**src/rtl/filter_pkg.sv**
```systemverilog
// Shared types and the window-code decode for the deglitch filter bank.
package filter_pkg;

  typedef enum logic [1:0] {
    FT_BYPASS = 2'b00,
    FT_RISE   = 2'b01,
    FT_FALL   = 2'b10,
    FT_BOTH   = 2'b11
  } filter_type_e;

  localparam int WIN_CODE_W = 4;

  // Window code to counter load value, clipped to what a cnt_w-bit counter can hold.
  function automatic int unsigned win_load(input logic [WIN_CODE_W-1:0] code,
                                           input int unsigned cnt_w);
    int unsigned l;
    int unsigned lmax;
    case (code)
      4'd0:    l = 3;
      4'd1:    l = 7;
      4'd2:    l = 15;
      4'd3:    l = 31;
      4'd4:    l = 47;
      4'd5:    l = 63;
      4'd6:    l = 127;
      4'd7:    l = 255;
      4'd8:    l = 511;
      4'd9:    l = 639;
      4'd10:   l = 767;
      4'd11:   l = 895;
      4'd12:   l = 1023;
      4'd13:   l = 1279;
      4'd14:   l = 1535;
      default: l = 2047;
    endcase
    lmax = (cnt_w >= 32) ? 32'hFFFF_FFFF : ((32'd1 << cnt_w) - 32'd1);
    return (l > lmax) ? lmax : l;
  endfunction

endpackage

```
**src/rtl/filter_channel.sv**
```systemverilog
// One deglitch channel: input delay reg, window counter, output reg and sticky status.
module filter_channel
  import filter_pkg::*;
#(
  parameter int CNT_W = 11
) (
  input  logic                  clk_i,
  input  logic                  rstn_i,
  input  logic [1:0]            i_type,
  input  logic [WIN_CODE_W-1:0] i_win,
  input  logic                  i_clr,
  input  logic                  i_din,
  output logic                  o_out,
  output logic                  o_status
);

  filter_type_e     w_type;
  filter_type_e     r_type_d;
  logic             r_din_d;
  logic             r_out;
  logic             r_status;
  logic [CNT_W-1:0] r_cnt;
  logic [CNT_W-1:0] w_cnt_nxt;
  logic [CNT_W-1:0] w_load;
  logic             w_out_nxt;
  logic             w_set;
  logic             w_busy;
  logic             w_expire;

  assign w_type   = filter_type_e'(i_type);
  assign w_load   = CNT_W'(win_load(i_win, CNT_W));
  assign w_busy   = (r_cnt != '0);
  assign w_expire = (r_cnt == CNT_W'(1));

  // Priority: mode change > abort/force > edge load > decrement.
  always_comb begin
    w_cnt_nxt = r_cnt;
    w_out_nxt = r_out;
    w_set     = 1'b0;
    if (w_type != r_type_d) begin
      w_cnt_nxt = '0;
      if (w_type == FT_BYPASS) w_out_nxt = i_din;
    end else begin
      case (w_type)
        FT_BYPASS: begin
          w_cnt_nxt = '0;
          w_out_nxt = i_din;
        end
        FT_RISE: begin
          if (!i_din) begin
            w_cnt_nxt = '0;
            w_out_nxt = 1'b0;
          end else if (!r_din_d) begin
            w_cnt_nxt = w_load;
          end else if (w_busy) begin
            w_cnt_nxt = r_cnt - CNT_W'(1);
            if (w_expire) begin
              w_out_nxt = 1'b1;
              w_set     = ~r_out;
            end
          end
        end
        FT_FALL: begin
          if (i_din) begin
            w_cnt_nxt = '0;
            w_out_nxt = 1'b1;
          end else if (r_din_d) begin
            w_cnt_nxt = w_load;
          end else if (w_busy) begin
            w_cnt_nxt = r_cnt - CNT_W'(1);
            if (w_expire) begin
              w_out_nxt = 1'b0;
              w_set     = r_out;
            end
          end
        end
        FT_BOTH: begin
          if (i_din == r_out) begin
            w_cnt_nxt = '0;
          end else if (i_din != r_din_d) begin
            w_cnt_nxt = w_load;
          end else if (w_busy) begin
            w_cnt_nxt = r_cnt - CNT_W'(1);
            if (w_expire) begin
              w_out_nxt = i_din;
              w_set     = 1'b1;
            end
          end
        end
      endcase
    end
  end

  always_ff @(posedge clk_i or negedge rstn_i) begin
    if (!rstn_i) begin
      r_type_d <= FT_BYPASS;
      r_din_d  <= 1'b0;
      r_cnt    <= '0;
      r_out    <= 1'b0;
      r_status <= 1'b0;
    end else begin
      r_type_d <= w_type;
      r_din_d  <= i_din;
      r_cnt    <= w_cnt_nxt;
      r_out    <= w_out_nxt;
      // A set in the same cycle as a clear strobe wins.
      r_status <= w_set | (r_status & ~i_clr);
    end
  end

  assign o_out    = r_out;
  assign o_status = r_status;

endmodule

```
**src/rtl/filter_bank.sv**
```systemverilog
// Multi-channel deglitch filter bank with sticky W1C status and a registered irq.
// Define FILTER_BANK_SYNC_EN to put a 2-flop synchroniser in front of every input.
module filter_bank
  import filter_pkg::*;
#(
  parameter int NUM_CH = 4,
  parameter int CNT_W  = 11
) (
  input  logic                         clk_i,
  input  logic                         rstn_i,
  input  logic [2*NUM_CH-1:0]          filter_type_i,
  input  logic [WIN_CODE_W*NUM_CH-1:0] window_size_i,
  input  logic [NUM_CH-1:0]            int_en_i,
  input  logic [NUM_CH-1:0]            int_clr_i,
  input  logic [NUM_CH-1:0]            data_in_i,
  output logic [NUM_CH-1:0]            data_out_o,
  output logic [NUM_CH-1:0]            int_status_o,
  output logic                         irq_o
);

  logic [NUM_CH-1:0][1:0]            w_type;
  logic [NUM_CH-1:0][WIN_CODE_W-1:0] w_win;
  logic [NUM_CH-1:0]                 w_din;
  logic [NUM_CH-1:0]                 w_status;
  logic                              r_irq;

  assign w_type = filter_type_i;
  assign w_win  = window_size_i;

`ifdef FILTER_BANK_SYNC_EN
  logic [NUM_CH-1:0] r_sync1;
  logic [NUM_CH-1:0] r_sync2;

  always_ff @(posedge clk_i or negedge rstn_i) begin
    if (!rstn_i) begin
      r_sync1 <= '0;
      r_sync2 <= '0;
    end else begin
      r_sync1 <= data_in_i;
      r_sync2 <= r_sync1;
    end
  end

  assign w_din = r_sync2;
`else
  assign w_din = data_in_i;
`endif

  for (genvar c = 0; c < NUM_CH; c++) begin : g_ch
    filter_channel #(
      .CNT_W (CNT_W)
    ) u_ch (
      .clk_i    (clk_i),
      .rstn_i   (rstn_i),
      .i_type   (w_type[c]),
      .i_win    (w_win[c]),
      .i_clr    (int_clr_i[c]),
      .i_din    (w_din[c]),
      .o_out    (data_out_o[c]),
      .o_status (w_status[c])
    );
  end

  always_ff @(posedge clk_i or negedge rstn_i) begin
    if (!rstn_i) r_irq <= 1'b0;
    else         r_irq <= |(w_status & int_en_i);
  end

  assign int_status_o = w_status;
  assign irq_o        = r_irq;

endmodule

```
**config.mk**
```make
export PLATFORM = sky130hd
export DESIGN_NAME = filter_bank
export DESIGN_NICKNAME = d
export VERILOG_FILES = /design/src/rtl/filter_pkg.sv /design/src/rtl/filter_channel.sv /design/src/rtl/filter_bank.sv
export SDC_FILE = /design/constraint.sdc
export NUM_CORES = 1
export LEC_CHECK = 0
export ABC_CLOCK_PERIOD_IN_PS = 3300
export CORE_MARGIN = 4
export CORE_UTILIZATION = 59
export CTS_BUF_LIST = sky130_fd_sc_hd__clkbuf_8
export CTS_CLUSTER_DIAMETER = 50
export DETAILED_ROUTE_END_ITERATION = 6
export PLACE_DENSITY = 0.83
export SLEW_MARGIN = 20
export SYNTH_ARGS = -nofsm -noshare
export SYNTH_HDL_FRONTEND = slang
export SYNTH_SLANG_ARGS = --single-unit
export TNS_END_PERCENT = 10
```
**constraint.sdc**
```tcl
create_clock -name clk_i -period 3.3 [get_ports clk_i]
set_clock_uncertainty 0.15 [all_clocks]
set_input_delay 0.33 -clock clk_i [delete_from_list [all_inputs] [get_ports clk_i]]
set_output_delay 0.33 -clock clk_i [all_outputs]
set_load 0.01 [all_outputs]
```
==> results of run 1 <==
area by class of cell:
type,instances,share of cell area [%]
Timing Repair Buffer,47,8.89
Clock buffer,12,3.17
Inverter,34,2.45
Sequential cell,65,31.2
Clock inverter,4,1.42
Multi-Input combinational cell,384,50.5
Tap cell,99,2.38
state kept, by name, indices dropped and copies added (netlist names):
signal / cells
g_ch.u_ch.o_status: 4
irq_o: 1
g_ch.u_ch.o_out: 4
g_ch.u_ch.r_cnt: 44
g_ch.u_ch.r_type_d: 8
g_ch.u_ch.r_din_d: 4
cell usage after synthesis, drive strengths merged, types with 6 or more instances:
cell type and number:
o21ai 16, a21oi 46, nor3 21, and2 9, nor2 44, o22ai 19, dfrtp 65, clkbuf 16
buf 9, nand2 29, ha 24, nand2b 13, o32ai 11, mux2i 25, nor4 6, a31oi 7
mux2 9, or4 7, inv 34, nand3 8, xnor2 14, or3 11
kinds of logic (layout without fill, tap and decap cells):
kind of cell / after synthesis / in the layout / synth area share (%)
simple gates: 176 / 176 / 21.5
mux: 34 / 34 / 7.88
flops: 65 / 65 / 36.1
fa+ha+maj: 24 / 24 / 6.66
buf+inv: 59 / 97 / 5.61
compound gates: 132 / 132 / 18.8
xor+xnor: 18 / 18 / 3.50
final timing paths:
check	start	end	slack, ns	cells past startpoint
hold reg to reg	g_ch[1].u_ch.o_status	irq_o	0.40	2
max in group asynchronous	rstn_i	g_ch[2].u_ch.r_cnt[8]	2.46	2
setup / recovery	g_ch[2].u_ch.r_cnt[0]	g_ch[2].u_ch.r_cnt[8]	0.81	7
hold / removal	rstn_i	g_ch[1].u_ch.r_cnt[10]	0.005	2
setup reg to reg	g_ch[2].u_ch.r_cnt[0]	g_ch[2].u_ch.r_cnt[8]	0.81	7
min in group clk_i	g_ch[1].u_ch.o_status	irq_o	0.40	2
metrics by stage:
| step | cells | setup WS [ns] | power (W) | hold slack (ns) |
|---|---|---|---|---|
| 3_3_place_gp | 629 | 0.897 | 0.00147 | 0.357 |
| 4_1_cts | 645 | 0.829 | 0.00230 | 0.0403 |
| 6_report | 645 | 0.813 | 0.00229 | 0.00481 |
| 5_1_grt | 645 | 0.655 | 0.00242 | 0.0818 |
| 2_1_floorplan | 508 | 0.962 | 0.00132 | -0.116 |
| 3_5_place_dp | 629 | 0.742 | 0.00149 | 0.381 |
worst max-delay path: stages (launching register included):
cell	delay [ns]
sky130_fd_sc_hd__dfrtp_1	0.41
sky130_fd_sc_hd__inv_1	0.10
sky130_fd_sc_hd__ha_1	0.27
sky130_fd_sc_hd__or3b_1	0.44
sky130_fd_sc_hd__or3_1	0.39
sky130_fd_sc_hd__or3_1	0.34
sky130_fd_sc_hd__mux2i_1	0.16
sky130_fd_sc_hd__o22ai_1	0.09
per-layer routing:
metal / up-vias / global-route usage (%) / share of wire (%)
met5: - / 0 / 0
met4: 0 / 8.77 / 1.7
met3: 13 / 2.76 / 3.6
met2: 92 / 40.1 / 51
met1: 1856 / 28.8 / 44
li1: 1912 / - / -
power by group through the flow:
stage	clock network, W	registers, W	logic, W
final	0.000808	0.000878	0.000608
after global routing	0.000857	0.000884	0.000676
after CTS	0.000816	0.000877	0.000606
after detailed placement	0	0.000892	0.000596
after global placement	0	0.000889	0.000586
after floorplan	0	0.000881	0.000440
==> results, run 1 <==
- The run finished with clean final reports.
- The max capacitance violation total is 0.
- The final-layout fill cell count is 557.
- The final core utilization is 71.0%.
- The number of antenna violations at the first check in global routing is 0.
- The worst hold path belongs to the class input pin to async pin.
- The count of endpoints failing hold in the final timing report is 0.
- The most used flip-flop cell after synthesis is sky130_fd_sc_hd__dfrtp_1.
- Once detailed placement completed, the half-perimeter wirelength came to 7.17 mm.
- The die covers 9100 um^2.
- The post-cts sizing count is 0.
- The number of nets in the synthesized netlist is 570.
- For this run, the number of Yosys warnings is 0.
- The post-route clock period utilization is 75.4%.
- The final max-slew violation count is 0.
- Of the post-synthesis cell area, the dominant cell type holds 36.1%.
- After detailed routing, the average wire length per cell comes to 15.2 um.
- Summing all flip-flop and latch instances after layout gives 1630 um^2.
- Sorting the synthesized cells by area gives the leading types as sky130_fd_sc_hd__dfrtp_1, sky130_fd_sc_hd__ha_1, sky130_fd_sc_hd__mux2i_1.
- The internal power of the cells totals 0.00159 W.
- Along the worst path, the maximum fanout reaches 7.
- The synthesis-to-finish area growth is 15.5%.
- In this run, synthesis inferred 0 flip-flops with an integrated enable.
- The most common cell after layout, fill and taps aside is sky130_fd_sc_hd__dfrtp_1.
- The area taken by multi-input logic gates is 2630 um^2.
- The floorplan step set the die height to 95.4 um.
- The cell taking the most area after synthesis is sky130_fd_sc_hd__dfrtp_1.
- The critical path in this run is classified as register to register.
- The post-route minimum period is 2.49 ns.
- The via count of the first global-routing pass is 3,748.
- For this block, the initial DRC count from the detailed router was 174.
- The total number of placement rows is 31.
- The clock-pin slew on the worst setup and hold paths is 0.07 ns.
- For this run, the post-layout net count is 603.
- The number of buffers inserted by port buffering is 46.
- The fmax is 0.402 GHz.
- The largest buffer count on any clock path is 2.
- Registers are responsible for 38.3% of the overall power.
- For this block, the routed nets add up to 9.82 mm of wire.
- From left edge to right edge, the die measures 95.4 um.
- At the pin with the least slew margin, the transition time is 0.808 ns.
- The final design area excluding fillers is 5210 um^2.
- The synthesized area per cell is 8.87 um^2.
- After routing, the total negative slack on setup checks comes to 0 ns.
- The data arrival time of the worst path is 2.54 ns.
- The routed via count is 3,873.
- The post-synthesis cell area is 4510 um^2.
- The total overflow left after global routing is 0.
- In this run the power spent charging and discharging nets is 0.000704 W.
- The share of cells above drive strength 1 is 6.59%.
- Combinational cells account for 26.5% of the total power.
- In this run the count of I/O pins placed on the die edge is 47.
- In the synthesized netlist, the number of instances is 508.
- The DRC violation count after routing is 0.
- Of all flip-flops after synthesis, the portion carrying an async set or reset was 100%.
- The synthesized design contains 65 register bits.
- Counting distinct cell types in the post-synthesis netlist gives 60.
- The sequential element share of the synthesized area is 36.1%.
- The total of endpoints with negative setup slack in the final report is 0.
- The clock reaches the later pin of the worst-skew pair after 0.34 ns.
- The switching power as a share of total power is 30.7%.
- After floorplanning, the core was sized to cover 7330 um^2.
- The analysis attributes to cell leakage a power of 2.30 nW.
- The kind of end point of the critical path is a register.
- The worst-case IR drop observed on VDD is 0.000315 V.
- Once the clock tree was built, the setup fixing pass inserted 0 buffers.
- The total number of H-tree levels is 3.
- The via count normalized by instance count is 6.00.
- The first global-routing pass estimated 16.6 mm of wire.
- Once placement finished, the instance area stood at 4970 um^2.
- The CTS sink count is 65.
- The pin count of the biggest net entering global routing is 66.
- Setup repair after global routing left no endpoint under its margin.
- The worst setup path is launched from a register.
- The clock tree from TritonCTS is done.
- The global routing usage summed across all routing layers is 22.9%.
- For this configuration, the core starts out at a cell density of 61.5%.
- The top cell types in the final layout, fill and taps aside, are sky130_fd_sc_hd__dfrtp_1, sky130_fd_sc_hd__a21oi_1, sky130_fd_sc_hd__clkdlybuf4s50_1, sky130_fd_sc_hd__nor2_1, sky130_fd_sc_hd__inv_1.
- In this run the remaining antenna-violating nets after routing total 0.
- The required time of the worst setup path is 3.36 ns.
- The quantity of hold-fixing buffers added after cts is 0.
- The number of buffers created by CTS is 9.
- The total inserted antenna cells is 0.
- The areal power density over the cells is 441 nW/um^2.
- The first TritonRoute pass finished after 4 iterations.
- The clock network accounts for 35.2% of the total power.
- The worst-case headroom to the max-slew limit is 46.1%.
- The global placement routability congestion is 0.863.
- The tree is rooted in a sky130_fd_sc_hd__clkbuf_8.
Note: power is estimated with default switching activity, not from simulation.
==> inputs of run 2 (changes only) <==
--- a/config.mk
+++ b/config.mk
@@ -5,7 +5,7 @@
 export SDC_FILE = /design/constraint.sdc
 export NUM_CORES = 1
 export LEC_CHECK = 0
-export ABC_CLOCK_PERIOD_IN_PS = 3300
+export ABC_CLOCK_PERIOD_IN_PS = 2370
 export CORE_MARGIN = 4
 export CORE_UTILIZATION = 59
 export CTS_BUF_LIST = sky130_fd_sc_hd__clkbuf_8
==> constraint.sdc (replaced) <==
create_clock -name clk_i -period 2.37 [get_ports clk_i]
set_clock_uncertainty 0.15 [all_clocks]
set_input_delay 0.237 -clock clk_i [delete_from_list [all_inputs] [get_ports clk_i]]
set_output_delay 0.237 -clock clk_i [all_outputs]
set_load 0.01 [all_outputs]
==> run 2 against run 1 <==
Against the previous run: sequential share of layout area down 1.7 points; global-route usage is 1.8 points higher; clock power increased by 53%; critical path depth shrank 2; maximum frequency grew 5.2%; die area did not move; count of clock-buffer cells in the layout unchanged; first-iteration DRC count up 7.5%; worst hold slack improved by 0.26 ns; flip-flop and latch count stayed put; sequential power grew 39%; critical endpoint is now g_ch[0].u_ch.r_cnt[9].
==> results, run 2 (synthesis gave the netlist of run 1 again) <==
- The flow ran to the end, and the final reports show no timing, DRC or antenna violations.
- The post-route minimum period was 2.36 ns (-0.123 ns).
- The total die area is 9100 um^2 (unchanged).
- The global routing usage summed across all routing layers is 24.7% (+1.8 points).
- The worst hold path belongs to the class input pin to async pin.
- The worst-case headroom to the max-slew limit is 62.0% (+16 points).
- The category of cells accounting for the largest share of critical-path delay is simple AND/OR/NAND/NOR gates.
- The buffer and inverter count on the worst path is 0 (-1).
- The CTS sink count was 65 (unchanged).
- The worst path setup slack after routing is 0.00640 ns (-0.807 ns).
- The die height is 95.4 um (unchanged).
- The number of antenna violations at the first check in global routing was 0 (unchanged).
- The fmax came to 0.423 GHz (+5.2%).
- From synthesis to final layout, the design area changed by 22.0%.
- The number of flip-flops in the largest register was 44 (unchanged).
- The share of cells above drive strength 1 is 12.4% (+5.8 points).
- The placement-stage worst setup slack is 0.0240 ns (-0.718 ns).
- The total number of placement rows is 31 (unchanged).
- The total number of H-tree levels is 3 (unchanged).
- In this run the clock root is driven by a sky130_fd_sc_hd__clkbuf_8.
- The clock-pin slew on the worst setup and hold paths is 0.08 ns (about the same).
- The largest registers in the layout are g_ch.u_ch.r_cnt x44, g_ch.u_ch.r_type_d x8.
- The via count of the first global-routing pass was 4,048 (+8.0%).
- The clock tree from TritonCTS is done.
- The post-layout net count is 636 (+5.5%).
- The number of buffers created by CTS is 9 (unchanged).
- The starting density of the core is 61.5% (unchanged).
- The start-to-end type of the worst setup path is register to register.
- The total of endpoints with negative setup slack in the final report is 0 (unchanged).
- The peak supply drop was 0.000353 V (+12%).
- The final design area excluding fillers is 5500 um^2 (+5.6%).
- The remaining global-route overflow came to 0 (unchanged).
- The DRC violation count after routing was 0 (unchanged).
- The peak per-stage delay on the critical path is 0.52 ns (+0.08 ns).
- The largest register by flop count is g_ch.u_ch.r_cnt.
- The routed via count is 4,107 (+6.0%).
- The average detailed-routed wire length per instance came to 16.1 um (+5.8%).
- The largest buffer count on any clock path was 2 (unchanged).
- The max capacitance violation total was 0 (unchanged).
- The final instance count without filler cells is 678 (+5.1%).
- The via count normalized by instance count came to 6.06 (+0.88%).
- The core region area is 7330 um^2 (unchanged).
- The maximum net fanout on the critical path is 4 (-3).
- The wire length of the first global-routing pass is 17.9 mm (+7.8%).
- The global placement routability congestion came to 0.846 (-2.0%).
- The number of buffers inserted by port buffering is 46 (unchanged).
- The length of the first detailed-routing pass in iterations was 5 (+1).
- The library cell used most frequently in the layout, excluding fill and tap cells, is sky130_fd_sc_hd__dfrtp_1.
- The kind of end point of the critical path is a register.
- The worst hold-check slack was 0.261 ns (+0.256 ns).
- The total placed cells including tap cells is 660 (+4.9%).
- The source-to-sink clock delay at the later pin of the worst-skew pair is 0.35 ns (about the same).
- The die outline width is 95.4 um (unchanged).
- The overall routed net length was 10.9 mm (+11%).
- Setup repair after global routing could not meet its margin everywhere.
- The total inserted antenna cells was 0 (unchanged).
- The number of routed nets with antenna violations is 0 (unchanged).
- The area after detailed placement was 5200 um^2 (+4.7%).
- The iteration-0 DRC count of the detailed router came to 187 (+7.5%).
- Leaving out fill and tap cells, the most frequent cells in the layout are sky130_fd_sc_hd__dfrtp_1, sky130_fd_sc_hd__a21oi_1, sky130_fd_sc_hd__clkdlybuf4s50_1, sky130_fd_sc_hd__nor2_1, sky130_fd_sc_hd__buf_4.
- The slew at the pin closest to its max-slew limit is 0.563 ns (-0.245 ns).
- The areal power density over the cells is 619 nW/um^2 (+41%).
- The count of endpoints failing hold in the final timing report was 0 (unchanged).
- The slowest stage of the critical path is the sky130_fd_sc_hd__or4_4 cell.
- The required time of the worst setup path is 2.48 ns (-0.88 ns).
- The top-level port count is 47 (unchanged).
- The post-route clock period utilization is 99.7% (+24 points).
- The data arrival time of the worst path is 2.48 ns (-0.06 ns).
- The pin count of the biggest net entering global routing is 30 (-55%).
- The most numerous cell type found on the critical path is sky130_fd_sc_hd__or4_4.
- The aggregate negative setup slack was 0 ns (unchanged).
- The final HPWL from detailed placement was 8.10 mm (+13%).
- The leakage power total was 2.47 nW (+7.2%).
- The critical path goes through or4_4 > or4_4 > or3_1 > xor2_1 > o32ai_2.
- The final max-slew violation count is 0 (unchanged).
- The worst setup path is launched from a register.
[run 2: worst paths after layout]
path | from | end | slack, ns | cells past startpoint
max | g_ch[0].u_ch.r_cnt[3] | g_ch[0].u_ch.r_cnt[9] | 0.006 | 5
min | rstn_i | g_ch[1].u_ch.r_cnt[7] | 0.26 | 2
max reg2reg | g_ch[0].u_ch.r_cnt[3] | g_ch[0].u_ch.r_cnt[9] | 0.006 | 5
min reg2reg | g_ch[1].u_ch.r_cnt[10] | g_ch[1].u_ch.r_cnt[10] | 0.39 | 2
max in group asynchronous | rstn_i | g_ch[2].u_ch.r_din_d | 1.00 | 3
min in group clk_i | int_clr_i[1] | g_ch[1].u_ch.o_status | 0.31 | 2
[run 2: what timing repair did]
item	in CTS	in global routing
hold buffers	1	0
resized for setup	0	5
buffers inserted	0	1
endpoints found under the hold margin	24	0
setup endpoints to repair	0	6
[run 2: per-stage QoR]
step	power, W	util, %
floorplan	0.00184	-
global placement	0.00212	71.0
detailed placement	0.00216	71.0
CTS	0.00339	74.7
global route	0.00356	75.0
finish	0.00341	75.0
[run 2: cell type report]
type | instances | area [um^2]
Multi-Input combinational cell | 384 | 2650
Fill cell | 514 | 1830
Sequential cell | 65 | 1630
Timing Repair Buffer | 80 | 713
Clock buffer | 12 | 165
Inverter | 34 | 128
Tap cell | 99 | 124
Clock inverter | 4 | 97.6
[run 2: power by group]
part | internal (W) | total (W) | leakage, nW | switching, W
Clock | 0.000785 | 0.00124 | 0.129 | 0.000451
Sequential | 0.00116 | 0.00122 | 0.867 | 0.0000619
Combinational | 0.000448 | 0.000948 | 1.47 | 0.000500
[run 2: layer usage]
metal / GRT usage [%] / vias up / wire (um)
met3: 4.18 / 28 / 502
li1: - / 1990 / -
met2: 44.4 / 119 / 5740
met5: 0 / - / 0
met1: 29.5 / 1970 / 4480
met4: 9.00 / 0 / 203
